## config.mk

```make
export PLATFORM = sky130hd
export DESIGN_NAME = cpu_sequencer
export DESIGN_NICKNAME = d
export VERILOG_FILES = /design/src/rtl/cpu_sequencer.sv
export SDC_FILE = /design/constraint.sdc
export NUM_CORES = 1
export LEC_CHECK = 0
export CAP_MARGIN = 20
export CORE_UTILIZATION = 45
export CTS_CLUSTER_SIZE = 8
export DETAILED_ROUTE_END_ITERATION = 16
export PLACE_DENSITY_LB_ADDON = 0.05
export SETUP_SLACK_MARGIN = 0.5
export SLEW_MARGIN = 20
export SYNTH_ARGS = -nofsm -noshare
export SYNTH_HDL_FRONTEND = slang
export SYNTH_SLANG_ARGS = --single-unit
```

## constraint.sdc

```tcl
create_clock -name clk -period 2 [get_ports clk]
set_input_delay 0.4 -clock clk [delete_from_list [all_inputs] [get_ports clk]]
set_output_delay 0.4 -clock clk [all_outputs]
set_load 0.05 [all_outputs]
```

## src/rtl/cpu_sequencer.sv

```systemverilog
// Multi-cycle fetch/decode/execute sequencer for the 8-bit computer.
// Owns PC and IR, runs the memory handshakes and turns control-unit levels into one-cycle strobes.
module cpu_sequencer #(
  parameter int              PC_W     = 8,
  parameter logic [PC_W-1:0] RESET_PC = '0,
  parameter int              CNT_W    = 16
) (
  input  logic              clk,
  input  logic              rst_n,
  input  logic              i_start,
  input  logic              i_halt_req,
  output logic              o_imem_req,
  output logic [PC_W-1:0]   o_imem_addr,
  input  logic              i_imem_rdy,
  input  logic [7:0]        i_imem_data,
  output logic [7:0]        o_instr,
  input  logic              i_ctl_regWE,
  input  logic              i_ctl_memWE,
  input  logic              i_ctl_accWE,
  input  logic              i_ctl_lw,
  input  logic              i_ctl_brnch,
  input  logic              i_alu_zero,
  output logic              o_dmem_req,
  output logic              o_dmem_we,
  input  logic              i_dmem_rdy,
  output logic              o_reg_we,
  output logic              o_acc_we,
  output logic              o_busy,
  output logic [CNT_W-1:0]  o_instr_cnt
);

  typedef enum logic [2:0] {
    S_IDLE   = 3'd0,
    S_FETCH  = 3'd1,
    S_DECODE = 3'd2,
    S_EXEC   = 3'd3,
    S_MEM    = 3'd4,
    S_WB     = 3'd5
  } state_t;

  state_t            r_state;
  logic [PC_W-1:0]   r_pc;
  logic [7:0]        r_ir;
  logic [CNT_W-1:0]  r_cnt;
  logic              r_reg_we;
  logic              r_acc_we;
  logic              r_dmem_we;

  logic [PC_W-1:0]   w_pc_inc;
  logic [PC_W-1:0]   w_br_off;
  logic [CNT_W-1:0]  w_cnt_next;
  state_t            w_retire_state;

  // Branch offset is relative to the branch's own address, so PC is not bumped at fetch.
  assign w_pc_inc       = r_pc + PC_W'(1);
  assign w_br_off       = {{(PC_W-5){r_ir[4]}}, r_ir[4:0]};
  assign w_cnt_next     = (&r_cnt) ? r_cnt : r_cnt + CNT_W'(1);
  assign w_retire_state = i_halt_req ? S_IDLE : S_FETCH;

  always_ff @(posedge clk or negedge rst_n) begin
    if (!rst_n) begin
      r_state   <= S_IDLE;
      r_pc      <= RESET_PC;
      r_ir      <= 8'h00;
      r_cnt     <= '0;
      r_reg_we  <= 1'b0;
      r_acc_we  <= 1'b0;
      r_dmem_we <= 1'b0;
    end else begin
      r_reg_we <= 1'b0;
      r_acc_we <= 1'b0;
      case (r_state)
        S_IDLE: begin
          if (!i_halt_req && i_start) r_state <= S_FETCH;
        end
        S_FETCH: begin
          if (i_imem_rdy) begin
            r_ir    <= i_imem_data;
            r_state <= S_DECODE;
          end
        end
        S_DECODE: r_state <= S_EXEC;
        S_EXEC: begin
          if (i_ctl_memWE || i_ctl_lw) begin
            r_dmem_we <= i_ctl_memWE;
            r_state   <= S_MEM;
          end else begin
            if (i_ctl_brnch) begin
              r_pc <= i_alu_zero ? r_pc + w_br_off : w_pc_inc;
            end else begin
              r_pc <= w_pc_inc;
              if (i_ctl_accWE)      r_acc_we <= 1'b1;
              else if (i_ctl_regWE) r_reg_we <= 1'b1;
            end
            r_cnt   <= w_cnt_next;
            r_state <= w_retire_state;
          end
        end
        S_MEM: begin
          if (i_dmem_rdy) begin
            r_dmem_we <= 1'b0;
            if (r_dmem_we) begin
              r_pc    <= w_pc_inc;
              r_cnt   <= w_cnt_next;
              r_state <= w_retire_state;
            end else begin
              r_reg_we <= 1'b1;
              r_state  <= S_WB;
            end
          end
        end
        S_WB: begin
          r_pc    <= w_pc_inc;
          r_cnt   <= w_cnt_next;
          r_state <= w_retire_state;
        end
        default: r_state <= S_IDLE;
      endcase
    end
  end

  assign o_imem_req  = (r_state == S_FETCH);
  assign o_imem_addr = r_pc;
  assign o_instr     = r_ir;
  assign o_dmem_req  = (r_state == S_MEM);
  assign o_dmem_we   = r_dmem_we;
  assign o_reg_we    = r_reg_we;
  assign o_acc_we    = r_acc_we;
  assign o_busy      = (r_state != S_IDLE);
  assign o_instr_cnt = r_cnt;

endmodule

```

; ---- Yosys cells after proc, flatten, opt, wreduce, memory -nomap -nowiden
; Index checks and enable logic that the tools add are counted.
[totals]
inputBits = 20
out_inout_bits = 38
wordCells = 65
register_bits = 38
[classes]
addsub = 3
n_eq_ne = 11
n_mux = 32
reduce_logical = 12
[ops]
columns = op, n
row1 = 16-bit two-way mux, 4
row2 = 16-bit case mux with 3 select lines, 1
row3 = 8-bit two-way mux, 5
row4 = 8-bit case mux with 3 select lines, 1
row5 = 3-bit case mux with 6 select lines, 1
row6 = "16-bit by 1-bit adder with 16-bit output, second input constant", 1
row7 = 16-bit AND reduction, 1
row8 = 3-bit two-way mux, 5
row9 = 1-bit two-way mux, 13
row10 = "8-bit by 1-bit adder with 8-bit output, second input constant", 1
row11 = 8-bit adder, 1
row12 = "3-bit by 2-bit == test with 1-bit output, second input constant", 2
row13 = "3-bit == test, second input constant", 2
row14 = "2-bit by 1-bit != test with 1-bit output, second input constant", 3
row15 = "2-bit != test, second input constant", 3
row16 = 3-bit AND reduction, 2
row17 = 3-bit nonzero test, 2
row18 = 1-bit case mux with 2 select lines, 2
row19 = 4-bit AND reduction, 1
row20 = "3-bit by 1-bit == test with 1-bit output, second input constant", 1
row21 = 3-bit logical NOT, 1
row22 = 2-bit AND reduction, 1
row23 = 2-bit nonzero test, 1
row24 = 1-bit logical AND, 1
row25 = 2 further kinds, 2

; ---- Depth between registers and ports, before layout
[logic_depth]
ltp_word = 5
depth_mapped = 8
depth_no_buf = 8

; ---- Worst setup path before layout
; No wires, ideal clock.
[synth_timing]
path_type = register -> register
from = reg r_pc[0], in the netlist o_imem_addr[0]
to = reg r_pc[6], in the netlist o_imem_addr[6]
setup_ns = 0.129
t_arrival_ns = 2.250
required_time_ns = 1.871
path_stages_with_launch = 9
synth_period_minus_slack_ns = 2.379
setup_slack_ns = -0.379
n_path_buf = 0
path_cell_list = dfrtp_1 ha_1 inv_1 fa_1 nor2b_1 o31a_1 mux2_2 a211oi_1 a211oi_1
[synth_between]
elab_chain_cells = 5
word_cells_on_any_way = 8
cone_classes = add/sub (2) / mux (6)
[synth_rtl]
columns = item, line
row1 = from (decl), 42  ; logic [PC_W-1:0] r_pc;
row2 = from (signal assigned), 89  ; r_pc <= i_alu_zero ? r_pc + w_br_off : w_pc_inc;
row3 = from (signal assigned), 91  ; r_pc <= w_pc_inc;
row4 = from (signal assigned), 103  ; r_pc <= w_pc_inc;
row5 = 8-bit by 1-bit adder with 8-bit output or 8-bit adder (tied branches), "55, 89"
row6 = 8-bit two-way mux, 89
row7 = 8-bit two-way mux, 88  ; if (i_ctl_brnch) begin
row8 = 8-bit two-way mux, 84  ; if (i_ctl_memWE || i_ctl_lw) begin
row9 = 8-bit case mux with 3 select lines *, 72  ; case (r_state)
; Mark *: on every way between the ends. The rest lies on a longest branch, timed or not. The select of a mux whose other input is x is not followed.
; A chain may end at the register's enable or synchronous reset.

; ---- Worst setup path after layout
[layout_timing]
from = reg r_ir[0], in the netlist o_instr[0]
to = reg r_pc[6], in the netlist o_imem_addr[6]
[layout_between]
elab_chain_cells = 5
[layout_rtl]
columns = item, line
row1 = from (decl), 43  ; logic [7:0] r_ir;
row2 = from (signal assigned), 78  ; r_ir <= i_imem_data;
row3 = 8-bit adder, 89
row4 = 8-bit two-way mux, 89
row5 = 8-bit two-way mux, 88
row6 = 8-bit two-way mux, 84
row7 = 8-bit case mux with 3 select lines, 72
; Every way passes these cells. The select of a mux whose other input is x is not followed.

==> metrics.cfg <==
[worst_setup_path]
r2r_cells = 8
r2r_slack_ps = 30
critPathMaxFanout = 2
crit_arrival_ps = 2140
r2r_start = o_instr[0]$_DFFE_PN0P_
end_kind = flop
worst_setup_path_start_kind = flop
reg2reg_to = o_imem_addr[6]$_DFFE_PN0P_
required_ps = 2170
critical_path_class = flop to flop

[clocking]
clk_latency_ps = 300
cts_buffer_depth = 2
cts_tree = done
cts_made_buffers = 5
clk_pin_slew_ps = 80
htree_levels = 2
cts_sinks = 38
cts-root-buf = clkbuf_8

[synthesis]
synthTopCellsByArea = dfrtp_1, ha_1, mux2_2, xor2_1, a21oi_1
syn-cell-area_mm2 = 0.00240
synth_top_area_frac = 0.397
synth-edff-count = 0
ys_warn_count = 0
synth_top_area_cell = dfrtp_1
netlist_instances = 241
syn-num-nets = 271
yosysMostFrequentCell = dfrtp_1
synth.distinct_cells = 51
synth_common_cells = dfrtp_1, a21oi_1, nand2_1, nand3_1, nor2_1
ys_seq_area_frac = 0.397
synth_area_per_cell_um2 = 9.95
synth_seq_cells = 38
synth_ff_type = dfrtp_1
async_flop_share = 1.00

[route]
drtAntennaViolNets = 0
viasPerCell = 5.54
drcViolationCount = 0
dr.pass1.iters = 4
drt_iter0_drc = 112
routed_wirelength_um = 7410
wl_per_cell_um = 17.2
via_count = 2392

[sta]
clock-skew-final_ps = 9.45
hold_slack_ps = 15.3
final-max-slew-violation-count = 0
fin_crit_sh = 0.984
min_period_ps = 1970
layout_setup_ws_ps = 31.1
relSlewSlack = 0.705
clock.fmax_mhz = 508
tightest_slew_ps = 439
finalSetupViolCount = 0
grt_setup_unrepaired = true
finalHoldViolations = 0

[power]
ir_drop_uv = 1410
combPwrFrac = 0.691
p_leak_uw = 0.00195
p_int_uw = 3950
pwr-share-clk = 0.114
sw_frac_of_total = 0.458
share_seq_of_total_power = 0.194
totalPowerFinal_uw = 7280
powerDensity_mw_per_mm2 = 1740
netSwitchingPower_uw = 3340

[layout]
final_nets = 391
fillers = 303
drive_above_1_share = 0.569
syn_to_final_growth_pct = 74.5
fin_util = 0.819
antennaDiodeCount = 0
stdcell_area_mm2 = 0.00418

[placed_design]
pre_cts_ws_ps = -45.2
place_congestion = 0.825
dp_hpwl_um = 4250
portBuffers = 57
placed_area_mm2 = 0.00338

[status]
outcome = finished, final reports clean

[grt]
grt_pass1_wl_um = 10500
grt_max_degree = 24
grt-ovfl-total = 0
gr-usage-all-layers = 0.248
first_global_vias = 2226
antenna_found_initial = 0

[die]
start_util = 0.469
core_mm2 = 0.00511
die_h_um = 75.0
die_area_mm2 = 0.00562
rows = 26
io_pins = 58
die_w_um = 75.0

[worst_hold_path]
hold_class = input pin to asynchronous set/reset pin

[flow_run]
drv_cap = 0

==> power groups by stage <==
stage                     clock network, uW  logic [uW]  registers (uW)
after floorplan                           0        1960            2120
after global placement                    0        3720            1420
after detailed placement                  0        3770            1430
after CTS                               844        4340            1390
after global routing                    875        5340            1460
final                                   832        5040            1420
==> cell families after synthesis <==
logic type	count (synthesis)	synth area share
muxes	11	0.0511
buffers and inverters	20	0.0449
DFF	38	0.397
adders and majority gates	10	0.0553
AOI/OAI and AO/OA	56	0.163
xor gates and xnor gates	16	0.0585
and+or+nand+nor	90	0.230
==> worst max-delay path: stages, from the launching register on <==
cell and delay (ps):
dfrtp_2 400, ha_4 150, inv_2 30, fa_2 350, nor2b_2 160, o31a_1 180
mux2_4 310, a211oi_2 170, a211oi_1 70
==> worst max-delay path by stage <==
stage                               start                    endpoint  slack (ps)  cells after the start
5_1_grt            o_instr[0]$_DFFE_PN0P_  o_imem_addr[6]$_DFFE_PN0P_         -50                      8
6_report           o_instr[0]$_DFFE_PN0P_  o_imem_addr[6]$_DFFE_PN0P_          30                      8
3_5_place_dp                     i_ctl_lw  o_imem_addr[7]$_DFFE_PN0P_         -50                      7
4_1_cts            o_instr[0]$_DFFE_PN0P_  o_imem_addr[6]$_DFFE_PN0P_          60                      8
3_3_place_gp                     i_ctl_lw  o_imem_addr[7]$_DFFE_PN0P_         -30                      7
2_1_floorplan  o_imem_addr[0]$_DFFE_PN0P_  o_imem_addr[6]$_DFFE_PN0P_         -70                      8
==> what timing repair did <==
item,CTS,global route
resized for setup,125,92
gates cloned,1,1
setup endpoints to repair,59,53
hold buffers,0,0
buffers inserted,31,13
pin swaps,20,34
==> area by class of cell <==
type | instances | area (um^2) | area share
multi-input cells | 183 | 1760 | 0.420
repair buffers | 123 | 1170 | 0.280
inverters | 10 | 37.5 | 0.00897
clock inverters | 2 | 60.1 | 0.0144
flip-flops and latches | 38 | 988 | 0.236
clock buffers | 6 | 82.6 | 0.0197
well taps | 70 | 87.6 | 0.0209
==> through the flow <==
step	TNS (ps)	cells
floorplan	-73.0	241
CTS	0	418
global route	-73.7	432
detailed placement	-79.5	378
finish	0	432
global placement	-43.2	378
==> cells in the final DEF (no fill, tap or decap), types with 4 or more instances in the layout <==
master           netlist  final
buf_8                  0      5
nand3_1               16     14
ha_4                   0      7
buf_12                 0      6
inv_1                 10      8
clkbuf_8               0      6
nand2_1               16     15
nor2_1                14     11
clkdlybuf4s50_1        0     15
nor3_4                 0      5
buf_4                  2     49
buf_2                  2     17
nand4_1                9      9
nor4_4                 2      8
dfrtp_1               38     10
a21oi_2                0      4
clkdlybuf4s15_2        0      5
dfrtp_2                0     27
o21ai_0               11      8
a21oi_1               20     13
buf_6                  3     21
mux2_4                 0     10
xor2_1                12     12
==> per-layer routing <==
layer,track usage,part of all wire
met1,0.321,0.41
met2,0.425,0.54
met3,0.0415,0.033
met4,0.0734,0.017
met5,0,0
==> state kept, by name (all words and copies together) (netlist names) <==
register	count
o_acc_we	1
o_instr	8
o_instr_cnt	16
r_state	3
o_reg_we	1
o_dmem_we	1
o_imem_addr	8
(Power assumes the default switching activity.)
